## config.mk

```make
export PLATFORM = sky130hd
export DESIGN_NAME = alu_sequencer
export DESIGN_NICKNAME = d
export VERILOG_FILES = /design/src/rtl/alu_seq_pkg.sv /design/src/rtl/wb_select.sv /design/src/rtl/alu_sequencer.sv
export SDC_FILE = /design/constraint.sdc
export NUM_CORES = 1
export LEC_CHECK = 0
export CAP_MARGIN = 10
export CORE_UTILIZATION = 41
export DETAILED_ROUTE_END_ITERATION = 7
export PLACE_DENSITY_LB_ADDON = 0.12
export RECOVER_POWER = 25
export SLEW_MARGIN = 20
export SYNTH_ARGS = -nofsm -noshare
export SYNTH_HDL_FRONTEND = slang
export SYNTH_HIERARCHICAL = 1
export SYNTH_SLANG_ARGS = --single-unit
```

## constraint.sdc

```tcl
create_clock -name register_clk -period 5.7 [get_ports register_clk]
set_input_delay 1.71 -clock register_clk [delete_from_list [all_inputs] [get_ports register_clk]]
set_output_delay 1.71 -clock register_clk [all_outputs]
set_load 0.01 [all_outputs]
```

## src/rtl/alu_seq_pkg.sv

```systemverilog
// Shared opcode constants, FSM state encoding and default widths for the ALU sequencer.
package alu_seq_pkg;

    localparam int DATA_W_DEF = 32;
    localparam int ADDR_W_DEF = 5;

    localparam logic [3:0] OP_ADD  = 4'd0;
    localparam logic [3:0] OP_SUB  = 4'd1;
    localparam logic [3:0] OP_AND  = 4'd2;
    localparam logic [3:0] OP_OR   = 4'd3;
    localparam logic [3:0] OP_SLL  = 4'd4;
    localparam logic [3:0] OP_SRL  = 4'd5;
    localparam logic [3:0] OP_SRA  = 4'd6;
    localparam logic [3:0] OP_MAX  = 4'd7;
    localparam logic [3:0] OP_MIN  = 4'd8;
    localparam logic [3:0] OP_LAST = 4'd8;

    typedef enum logic [1:0] {
        IDLE = 2'd0,
        READ = 2'd1,
        EXEC = 2'd2,
        WB   = 2'd3
    } state_e;

    // Opcodes above OP_LAST are rejected in EXEC.
    function automatic logic op_is_legal(input logic [3:0] op);
        return op <= OP_LAST;
    endfunction

endpackage

```

## src/rtl/wb_select.sv

```systemverilog
// Writeback data select: the latched immediate or the captured ALU result.
module wb_select
    import alu_seq_pkg::*;
#(
    parameter int DATA_W = DATA_W_DEF
) (
    input  logic              use_imm_i,
    input  logic [DATA_W-1:0] imm_i,
    input  logic [DATA_W-1:0] result_i,
    output logic [DATA_W-1:0] data_o
);

    assign data_o = use_imm_i ? imm_i : result_i;

endmodule

```

## src/rtl/alu_sequencer.sv

```systemverilog
// Four-state sequencer: accept an instruction, read two registers, drive an
// external ALU, then write the result (or an immediate) back to the register file.
module alu_sequencer
    import alu_seq_pkg::*;
#(
    parameter int DATA_W = DATA_W_DEF,
    parameter int ADDR_W = ADDR_W_DEF
) (
    input  logic              register_clk,
    input  logic              register_rst_n,
    input  logic              instr_valid,
    output logic              instr_ready,
    input  logic [3:0]        instr_op,
    input  logic [ADDR_W-1:0] instr_rs1,
    input  logic [ADDR_W-1:0] instr_rs2,
    input  logic [ADDR_W-1:0] instr_rd,
    input  logic [ADDR_W-1:0] instr_shift,
    input  logic              instr_use_imm,
    input  logic [DATA_W-1:0] instr_imm,
    output logic [ADDR_W-1:0] read_reg1,
    output logic [ADDR_W-1:0] read_reg2,
    input  logic [DATA_W-1:0] read_data1,
    input  logic [DATA_W-1:0] read_data2,
    output logic [DATA_W-1:0] alu_r1,
    output logic [DATA_W-1:0] alu_r2,
    output logic [4:0]        alu_shift,
    output logic [3:0]        alu_op,
    input  logic [DATA_W-1:0] alu_out,
    output logic [ADDR_W-1:0] write_reg,
    output logic [DATA_W-1:0] data_store,
    output logic              write_enable,
    output logic              done_valid,
    output logic [DATA_W-1:0] done_result,
    output logic              illegal_op,
    output logic              busy
);

    typedef struct packed {
        logic [3:0]        op;
        logic [ADDR_W-1:0] rs1;
        logic [ADDR_W-1:0] rs2;
        logic [ADDR_W-1:0] rd;
        logic [ADDR_W-1:0] shift;
        logic              use_imm;
        logic [DATA_W-1:0] imm;
    } instr_t;

    state_e            state_q, state_d;
    instr_t            instr_q;
    logic [DATA_W-1:0] opnd1_q, opnd2_q;
    logic [DATA_W-1:0] result_q, result_d;
    logic [DATA_W-1:0] wb_data, store_q;
    logic [ADDR_W-1:0] write_reg_q;
    logic [3:0]        alu_op_q;
    logic [4:0]        alu_shift_q;
    logic              ready_q, illegal_q;
    logic              accept, exec_legal, in_wb;

    assign accept     = (state_q == IDLE) && ready_q && instr_valid;
    assign exec_legal = (state_q == EXEC) && op_is_legal(instr_q.op);
    assign in_wb      = (state_q == WB);

    // Next-state logic: one state per cycle, illegal opcodes return straight to IDLE.
    always_comb begin
        // NOTE: default first so every path assigns state_d and no latch is inferred.
        state_d = state_q;
        unique case (state_q)
            IDLE:    if (accept) state_d = READ;
            READ:    state_d = EXEC;
            EXEC:    state_d = op_is_legal(instr_q.op) ? WB : IDLE;
            WB:      state_d = IDLE;
            default: state_d = IDLE;
        endcase
    end

    // MAX/MIN of equal operands must yield operand 1 regardless of what the ALU returns.
    always_comb begin
        result_d = alu_out;
        if ((instr_q.op == OP_MAX || instr_q.op == OP_MIN) && (opnd1_q == opnd2_q)) begin
            result_d = opnd1_q;
        end
    end

    wb_select #(.DATA_W(DATA_W)) u_wb_select (
        .use_imm_i (instr_q.use_imm),
        .imm_i     (instr_q.imm),
        .result_i  (result_q),
        .data_o    (wb_data)
    );

    // State register and the instruction fields latched on acceptance.
    always_ff @(posedge register_clk or negedge register_rst_n) begin
        if (!register_rst_n) begin
            state_q <= IDLE;
            instr_q <= '0;
        end else begin
            // NOTE: non-blocking so every register samples pre-edge values.
            state_q <= state_d;
            if (accept) begin
                instr_q <= '{op: instr_op, rs1: instr_rs1, rs2: instr_rs2, rd: instr_rd,
                             shift: instr_shift, use_imm: instr_use_imm, imm: instr_imm};
            end
        end
    end

    // Operand capture in READ, result capture in EXEC, writeback hold values in WB.
    always_ff @(posedge register_clk or negedge register_rst_n) begin
        if (!register_rst_n) begin
            opnd1_q     <= '0;
            opnd2_q     <= '0;
            alu_op_q    <= '0;
            alu_shift_q <= '0;
            result_q    <= '0;
            store_q     <= '0;
            write_reg_q <= '0;
        end else begin
            if (state_q == READ) begin
                opnd1_q     <= read_data1;
                opnd2_q     <= read_data2;
                alu_op_q    <= instr_q.op;
                alu_shift_q <= 5'(instr_q.shift);
            end
            if (exec_legal) begin
                result_q <= result_d;
            end
            if (in_wb) begin
                store_q     <= wb_data;
                write_reg_q <= instr_q.rd;
            end
        end
    end

    // Ready comes up one edge after reset release; illegal flag pulses the cycle after EXEC.
    always_ff @(posedge register_clk or negedge register_rst_n) begin
        if (!register_rst_n) begin
            ready_q   <= 1'b0;
            illegal_q <= 1'b0;
        end else begin
            ready_q   <= (state_d == IDLE);
            illegal_q <= (state_q == EXEC) && !op_is_legal(instr_q.op);
        end
    end

    assign instr_ready  = ready_q;
    assign busy         = (state_q != IDLE);
    assign read_reg1    = instr_q.rs1;
    assign read_reg2    = instr_q.rs2;
    assign alu_r1       = opnd1_q;
    assign alu_r2       = opnd2_q;
    assign alu_op       = alu_op_q;
    assign alu_shift    = alu_shift_q;
    assign write_enable = in_wb;
    assign done_valid   = in_wb;
    assign write_reg    = in_wb ? instr_q.rd : write_reg_q;
    assign data_store   = in_wb ? wb_data : store_q;
    assign done_result  = data_store;
    assign illegal_op   = illegal_q;

endmodule

```

; After elaboration in Yosys (flattened, before gate mapping)
; Index checks and enable logic that the tools add are counted.
[classes]
magnitude_cmp = 1
eq_ne = 6
mux = 7
reduce_logical = 10
[op_table]
columns = op, n
row1 = $mux W32, 3
row2 = $eq A32 B32 Y1, 1
row3 = $pmux W2 S4, 1
row4 = $logic_and A1 B1 Y1, 5
row5 = $mux W5, 1
row6 = $eq A2 B2 Y1 const B, 2
row7 = $eq A4 B3 Y1 const B, 1
row8 = $eq A4 B4 Y1 const B, 1
row9 = $le A4 B4 Y1 const B, 1
row10 = $logic_not A2 Y1, 2
row11 = $mux W2, 2
row12 = $eq A2 B1 Y1 const B, 1
row13 = $reduce_bool A2 Y1, 1
row14 = $logic_not A1 Y1, 1
row15 = $logic_or A1 B1 Y1, 1
[totals]
reg_bits = 203
out_inout_bits = 157
wordCells = 41

; Logic depth before layout (Yosys ltp)
; Gate-level depths: netlist (run 1).
[logic_depth]
ltp_word = 6
ltp_mapped = 7

; By module
; The synthesis (run 1) kept the hierarchy.
[modules_own_cells]
columns = module, instances, cells_per_inst, area_each_um2, seq_area_each_um2
row1 = alu_sequencer, 1, 650, 8735.9, 5079.9
row2 = wb_select, 1, 36, 544.3, 0.0

; Worst setup path before layout (run 1)
; Ideal clock, no wire load.
[synth_timing]
path_kind = reg2out
start = reg state_q[1]
end = out done_result[12]
arrival_time_ns = 1.568
slack_ns = 2.422
stages_incl_launch_ff = 6
n_path_buf = 3
cell_sequence = dfrtp_1 nand2_1 buf_2 buf_1 mux2_2 buf_4
[synth_via]
elab_chain_cells = 2
[synth_lines]
columns = item, line_no
row1 = start: declaration, alu_sequencer.sv:48  ; state_e state_q, state_d;
row2 = start signal: assignment, alu_sequencer.sv:98  ; state_q <= state_d;
row3 = $eq A2 B2 Y1, alu_sequencer.sv:61  ; assign in_wb = (state_q == WB);
row4 = $mux W32, alu_sequencer.sv:155  ; assign data_store = in_wb ? wb_data : store_q;
row5 = end: declaration, alu_sequencer.sv:33  ; output logic [DATA_W-1:0] done_result,
; Every way passes these cells.

; Worst setup path after layout (run 1)
[layout_timing]
start = reg state_q[0]
end = out data_store[16]
[layout_via]
elab_chain_cells = 2
[layout_lines]
columns = item, line_no
row1 = $eq A2 B2 Y1, alu_sequencer.sv:61
row2 = $mux W32, alu_sequencer.sv:155
row3 = end: declaration, alu_sequencer.sv:30  ; output logic [DATA_W-1:0] data_store,
; Every way passes these cells.

==> results.cfg, run 1 <==
[run_status]
status = finished, violations left
violations = DRC, capacitance limit, slew limit

[cells_and_area]
num-fill-cells = 1788
drive_above_1_share_pct = 24.8
multi_input_area_sq_mm = 0.00358
area_growth_pct = 40.1
layout.nets = 1091
layout_commonest_cell = clkdlybuf4s50_1
seqCellArea_sq_mm = 0.00508
fin_cells = 1233
final_cell_mix = clkdlybuf4s50_1, dfrtp_1, mux2_2
stdcell_area_sq_mm = 0.0130
final_core_util_pct = 59.0

[sta]
setup_violations = 0
tightest_slew_ps = 2600
tns_ps = 0
clock.fmax_ghz = 0.205
max-slew-margin-rel_pct = -73.5
fin_crit_ps = 4880
hold_viol = 0
setup_ws_ps = 817
finalCritPeriodShare_pct = 85.7
skew_ps = 27.2
holdWs_ps = 498
finalMaxSlewViolations = 157
rsz0062_at_grt = false

[synthesis]
netlist_area_sq_mm = 0.00928
syn_avg_cell_area_sq_um = 13.5
synthFlopType = dfrtp_1
syn_nets = 842
yosys_warnings = 6
yosys.area.top_type = dfrtp_1
ys_seq_area_share_pct = 54.7
netlist.area_leader.share_pct = 54.7
yosys-top-cells-area = dfrtp_1, mux2_2, mux2_4, buf_4, o31ai_1
syn_inst = 686
synth-seq-cells = 203
synthArstFlopShare_pct = 100
synth_cell_type_count = 27
synth_edf_count = 0

[die]
coreArea_sq_mm = 0.0220
die_x_um = 152
die_y_um = 152
start_util_pct = 42.1
ioPinCount = 313
rows = 54
die-area_sq_mm = 0.0232

[drt]
drtIter0Drc = 250
remaining_drc_errors = 17
avgViaCountPerCell = 5.17
antenna_left = 0
wire_per_inst_um = 20.7
wl_mm = 25.6
dr.pass1.iters = 8
num_vias = 6380

[setup_path]
critPathMaxFanout = 38
endpoint_kind = output port
critical_path_class = reg2out
worst_setup_path_start_kind = register
worstPathArrival_ps = 3170
cp.required_ps = 3990

[clock_tree]
postCtsSetupBuffers = 0
cts-buffers-inserted = 23
cts.reportedPaths.clkPinSlew_ps = 60
ctsHtreeMaxLevel = 1
cts_resized = 0
cts-hold-fix-buffers = 0
clock_path_buffers = 3
clk-insertion-delay-late_ps = 510
cts-root-buf = clkbuf_16
cts_tree = built
clock_sinks = 203

[place]
place_ws_ps = 1710
place_congestion = 0.793
dpl_cell_area_sq_mm = 0.0122
placedCellCount = 1190
dpl.hpwl_mm = 18.5
port_buffers = 312

[global_routing]
overflow = 0
antenna_found_initial = 1
grt_pass1_vias = 6765
grt_usage_pct = 22.3
grt_pass1_wl_mm = 40.2
grt_max_degree = 113

[power_and_ir_drop]
power.total_mw = 7.98
irDropWorstVdd_v = 0.000310
p_leak_nw = 5.24
powerDensity_mw_per_mm2 = 614

[hold_path]
min_path_type = reg2reg

[run]
drv_cap = 3
[flip-flops by register name, indices dropped and copies added (netlist names)]
register / cells
illegal_op: 1
write_reg_q: 5
alu_r2: 32
read_reg2: 5
store_q: 32
alu_r1: 32
alu_op: 4
read_reg1: 5
result_q: 32
instr_ready: 1
state_q: 2
alu_shift: 5
instr_q: 47
[area by class of cell]
class	instances	share of cell area [%]
flip-flops and latches	203	39.1
repair buffers	318	24.4
diodes	1	0.0193
clock buffers	31	5.12
clock inverters	11	1.05
multi-input cells	387	27.5
well taps	280	2.70
inverters	2	0.0578
[per-layer routing]
metal | global-route usage [%] | vias to the layer above | wire length, um
li1 | - | 2942 | -
met1 | 28.9 | 3161 | 10800
met2 | 37.3 | 246 | 12300
met3 | 5.94 | 31 | 2020
met4 | 5.24 | 0 | 464
met5 | 0 | - | 0
[synthesized netlist by cell type (2+ instances only)]
cell,n
xor2_1,24
nor2_1,36
xnor2_1,8
mux2_2,169
buf_12,3
nand3_1,2
o31ai_1,32
a31oi_1,32
buf_6,4
mux2_4,30
buf_1,3
clkbuf_1,15
nand2_1,2
buf_2,24
dfrtp_1,203
or2_2,3
inv_1,2
nor4_1,6
and3_1,2
nand4_1,35
buf_4,45
[path summary, 6_finish.rpt]
| path | slack, ps | depth (start not counted) | startpoint | to |
|---|---|---|---|---|
| min in group asynchronous | 1890 | 1 | register_rst_n | read_reg2[0]$_DFFE_PN0P_ |
| worst max-delay path | 820 | 3 | state_q[0]$_DFF_PN0_ | data_store[16] |
| worst max register to register | 2030 | 3 | state_q[1]$_DFF_PN0_ | alu_r2[29]$_DFFE_PN0P_ |
| worst min-delay path | 500 | 1 | write_reg_q[3]$_DFF_PN0_ | write_reg_q[3]$_DFF_PN0_ |
| worst min register to register | 500 | 1 | write_reg_q[3]$_DFF_PN0_ | write_reg_q[3]$_DFF_PN0_ |
| max in group asynchronous | 2280 | 1 | register_rst_n | instr_q[32]$_DFFE_PN0P_ |
[where the power goes]
group	switching (mW)	total, mW	internal (mW)
clock network	0.580	1.53	0.954
logic	1.38	3.63	2.25
registers	0.644	2.82	2.18
[kinds of logic (layout without fill, tap and decap cells)]
group / Yosys count / after routing / synth area share [%]
mux: 200 / 200 / 25.5
buf+inv: 96 / 362 / 6.88
compound gates: 65 / 65 / 4.80
other cells: 0 / 1 / 0
xor+xnor: 32 / 32 / 3.02
flops: 203 / 203 / 54.7
simple gates: 90 / 90 / 5.10
[critical path, stage by stage (launching register included)]
cell,delay (ps)
dfrtp_1,380
nand2_1,960
mux2_1,770
clkdlybuf4s50_1,520
Note: power is estimated with default switching activity, not from simulation.
==> run 2: changes to the inputs <==
==> constraint.sdc (replaced) <==
create_clock -name register_clk -period 5.7 [get_ports register_clk]
set_input_delay 1.14 -clock register_clk [delete_from_list [all_inputs] [get_ports register_clk]]
set_output_delay 1.14 -clock register_clk [all_outputs]
set_load 0.01 [all_outputs]
==> results.cfg, run 2 (synthesized netlist as in run 1, its figures left out) <==
[power_and_ir_drop]
power.internal_mw = 5.45
powerDensity_mw_per_mm2 = 620
power_frac_clock_pct = 19.7
swShare_pct = 32.5
p_sw_mw = 2.62
power_frac_seq_pct = 35.0
p_leak_nw = 5.24
power_frac_comb_pct = 45.2
irDropWorstVdd_v = 0.000304

[sta]
clock.fmax_ghz = 0.256
tightest_slew_ps = 2890
max-slew-margin-rel_pct = -92.6
finalMaxSlewViolations = 142
fin_crit_ps = 3910
finalCritPeriodShare_pct = 68.6
hold_viol = 0
tns_ps = 0
setup_violations = 0
skew_ps = 9.03
rsz0062_at_grt = false

[drt]
avgViaCountPerCell = 5.18
drtIter0Drc = 347
dr.pass1.iters = 8
remaining_drc_errors = 19
num_vias = 6397
antenna_left = 0
wl_mm = 25.8
wire_per_inst_um = 20.9

[cells_and_area]
largest_reg_flops = 47
layout.nets = 1092
area_growth_pct = 40.3
stdcell_area_sq_mm = 0.0130
layout_commonest_cell = clkdlybuf4s50_1
regMostFlops = instr_q
final_cell_mix = clkdlybuf4s50_1, dfrtp_1, mux2_2
drive_above_1_share_pct = 26.4

[die]
coreArea_sq_mm = 0.0220
die_y_um = 152
die-area_sq_mm = 0.0232
rows = 54
start_util_pct = 42.1
ioPinCount = 313
die_x_um = 152

[clock_tree]
clock_path_buffers = 3
cts_resized = 0
clk-insertion-delay-late_ps = 510
cts.reportedPaths.clkPinSlew_ps = 60
cts-hold-fix-buffers = 0
clock_sinks = 203
cts_tree = built
cts-buffers-inserted = 23
ctsHtreeMaxLevel = 1
cts-root-buf = clkbuf_16
postCtsSetupBuffers = 0

[global_routing]
grt_pass1_wl_mm = 40.5
overflow = 0
grt_usage_pct = 22.4
grt_pass1_vias = 6868
grt_max_degree = 116
antenna_found_initial = 2

[setup_path]
r2r_end = alu_r2[25]$_DFFE_PN0P_
endpoint_kind = output port
critPathMaxFanout = 33
critical_path_class = reg2out
crit_start = instr_q[32]$_DFFE_PN0P_
cp.required_ps = 4560
reg2reg_slack_ps = 2050
worst_setup_path_start_kind = register
reg2reg_depth = 3
crit_end = done_result[29]
worstPathArrival_ps = 2770
rr_startpoint = state_q[1]$_DFF_PN0_

[place]
dpl_cell_area_sq_mm = 0.0122
port_buffers = 312
dpl.hpwl_mm = 18.7
place_congestion = 0.794

[run]
drv_cap = 2

[run_status]
status = finished, violations left
violations = DRC, capacitance limit, slew limit

[hold_path]
min_path_type = reg2reg
==> run 2: cell types whose count changed in the layout (fill, tap and decap cells not counted), moves of 2 or more <==
cell,change
mux2_2,+17
bufinv_16,+2
clkbuf_1,+4
mux2_1,-17
clkbuf_8,-3
clkinv_2,-2
==> run 2: metrics by stage <==
stage | instances | utilization, % | hold slack (ps) | worst slack, ps | power, mW
final | 1235 | 59.1 | 494 | 1790 | 8.08
after global routing | 1235 | 59.1 | 518 | 1360 | 8.54
after CTS | 1233 | 59.1 | 500 | 1740 | 8.18
after detailed placement | 1191 | 55.4 | 485 | 2240 | 6.54
after global placement | 1191 | 55.4 | 482 | 2290 | 6.43
after floorplan | 686 | - | 475 | 2990 | 4.90
==> run 2: cell type report <==
cell class	count	area, sq um
fill	1802	9010
sequential	203	5080
multi-input combinational	387	3590
timing repair buffer	319	3170
clock buffer	31	636
tap	280	350
clock inverter	11	186
inverter	2	7.51
antenna	2	5.00
==> run 2: worst min path at each step <==
stage / startpoint / slack (ps) / to / depth (start not counted)
floorplan: instr_q[31]$_DFFE_PN0P_ / 470 / instr_q[31]$_DFFE_PN0P_ / 1
global placement: write_reg_q[2]$_DFF_PN0_ / 480 / write_reg_q[2]$_DFF_PN0_ / 1
detailed placement: write_reg_q[2]$_DFF_PN0_ / 480 / write_reg_q[2]$_DFF_PN0_ / 1
CTS: write_reg_q[1]$_DFF_PN0_ / 500 / write_reg_q[1]$_DFF_PN0_ / 1
global route: write_reg_q[2]$_DFF_PN0_ / 520 / write_reg_q[2]$_DFF_PN0_ / 1
finish: write_reg_q[1]$_DFF_PN0_ / 490 / write_reg_q[1]$_DFF_PN0_ / 1
==> run 2: per-layer routing <==
layer | share of wire (%) | global-route usage [%] | vias to the layer above
li1 | - | - | 2941
met1 | 42 | 29.0 | 3161
met2 | 47 | 37.5 | 247
met3 | 8.0 | 5.15 | 48
met4 | 2.6 | 6.30 | 0
met5 | 0 | 0 | -
==> run 2: worst max-delay path, stage by stage, from the launching register on <==
cell and delay (ps):
dfrtp_2 1060, mux2_2 420, mux2_2 290, clkdlybuf4s50_1 480
==> run 2: power by group through the flow <==
stage,clock network (mW),registers [mW],logic [mW]
after CTS,1.64,2.84,3.71
after global routing,1.69,2.94,3.90
after floorplan,0,2.70,2.20
final,1.59,2.83,3.65
after global placement,0,2.82,3.61
after detailed placement,0,2.86,3.68
==> run 3: changes to the inputs <==
==> constraint.sdc (replaced) <==
create_clock -name register_clk -period 3.3 [get_ports register_clk]
set_input_delay 0.66 -clock register_clk [delete_from_list [all_inputs] [get_ports register_clk]]
set_output_delay 0.66 -clock register_clk [all_outputs]
set_load 0.01 [all_outputs]
==> results.cfg, run 3 (synthesized netlist as in run 1, its figures left out) <==
[place]
place_congestion = 0.804
port_buffers = 312
place_ws_ps = 622
dpl.hpwl_mm = 18.9

[cells_and_area]
area_growth_pct = 40.1
regMostFlops = instr_q
final_cell_mix = clkdlybuf4s50_1, dfrtp_1, mux2_2
seqCellArea_sq_mm = 0.00508
drive_above_1_share_pct = 27.0
largest_reg_flops = 47
final_core_util_pct = 59.0
multi_input_area_sq_mm = 0.00359
layout.nets = 1099
layout_commonest_cell = clkdlybuf4s50_1
num-fill-cells = 1768

[run]
drv_cap = 1

[die]
ioPinCount = 313
start_util_pct = 42.1
die-area_sq_mm = 0.0232
die_y_um = 152
die_x_um = 152
coreArea_sq_mm = 0.0220
rows = 54

[drt]
drtIter0Drc = 257
num_vias = 6433
avgViaCountPerCell = 5.19
antenna_left = 0
remaining_drc_errors = 19
wire_per_inst_um = 20.9
wl_mm = 25.9
dr.pass1.iters = 8

[sta]
fin_crit_ps = 3190
rsz0062_at_grt = false
holdWs_ps = 498
finalMaxSlewViolations = 75
finalCritPeriodShare_pct = 96.5
tns_ps = 0
setup_ws_ps = 114
tightest_slew_ps = 1870
max-slew-margin-rel_pct = -24.7
skew_ps = 21.5
setup_violations = 0
clock.fmax_ghz = 0.314
hold_viol = 0

[setup_path]
cp.required_ps = 2640
critical_path_class = reg2out
endpoint_kind = output port
slowest_stage = dfrtp_2
reg2reg_depth = 6
worstPathArrival_ps = 2530
path_cells = buf_12 > mux2_2 > mux2_2 > clkdlybuf4s50_1
crit_path_frequent_cell = mux2_2
cp_slowest_stage_delay_ps = 640
worst_setup_path_start_kind = register
critPathMaxFanout = 20

[clock_tree]
ctsHtreeMaxLevel = 1
postCtsSetupBuffers = 0
cts-hold-fix-buffers = 0
clock_sinks = 203
cts.reportedPaths.clkPinSlew_ps = 60
clock_path_buffers = 3
clk-insertion-delay-late_ps = 510
cts-buffers-inserted = 23
cts-root-buf = clkbuf_16
cts_tree = built
cts_resized = 0

[global_routing]
grt_usage_pct = 22.3
grt_max_degree = 75
grt_pass1_wl_mm = 40.5
grt_pass1_vias = 6804
overflow = 0
antenna_found_initial = 3

[run_status]
status = finished, violations left
violations = DRC, capacitance limit, slew limit

[hold_path]
min_path_type = reg2reg
min_path_cells = 1

[power_and_ir_drop]
p_leak_nw = 5.25
powerDensity_mw_per_mm2 = 1050
irDropWorstVdd_v = 0.000484
[run 3: worst paths after layout]
kind / startpoint / endpoint / slack [ps]
setup reg to reg: alu_r1[28]$_DFFE_PN0P_ / result_q[30]$_DFFE_PN0P_ / 830
setup / recovery: instr_q[32]$_DFFE_PN0P_ / data_store[29] / 110
max in group asynchronous: register_rst_n / store_q[19]$_DFF_PN0_ / 710
hold reg to reg: write_reg_q[1]$_DFF_PN0_ / write_reg_q[1]$_DFF_PN0_ / 500
min in group asynchronous: register_rst_n / instr_q[34]$_DFFE_PN0P_ / 660
hold / removal: write_reg_q[1]$_DFF_PN0_ / write_reg_q[1]$_DFF_PN0_ / 500
[run 3: metal layers]
layer  vias up  GRT usage [%]  wire length, um
met5         -              0                0
met4         0           6.11              536
met3        36           6.06             2110
met2       243           37.2            12500
met1      3189           28.5            10700
li1       2965              -                -
[run 3: where the power goes]
| part | internal [mW] | switching, mW | leakage, nW |
|---|---|---|---|
| combinational | 3.95 | 2.46 | 2.53 |
| sequential | 3.77 | 1.08 | 2.36 |
| clock | 1.45 | 0.985 | 0.358 |
| total | 9.16 | 4.52 | 5.25 |
[run 3: through the flow]
stage / power, mW / instances / area [sq um]
final: 13.7 / 1239 / 13000
after global routing: 14.4 / 1239 / 13000
after CTS: 13.8 / 1236 / 13000
after detailed placement: 11.3 / 1198 / 12300
after global placement: 11.2 / 1198 / 12300
after floorplan: 8.46 / 686 / 9280
[run 3: worst max-delay path: cells and delay by family (launching register included)]
kind / cells / cell delay [ps]
mux: 2 / 640
buf+inv: 2 / 740
flops: 1 / 640
[run 3: cell type report]
cell class              count  share of cell area [%]
clock inverters             3                   0.144
repair buffers            326                    25.0
inverters                   2                  0.0577
clock buffers              35                    5.39
diodes                      3                  0.0577
well taps                 280                    2.69
multi-input cells         387                    27.6
flip-flops and latches    203                    39.1
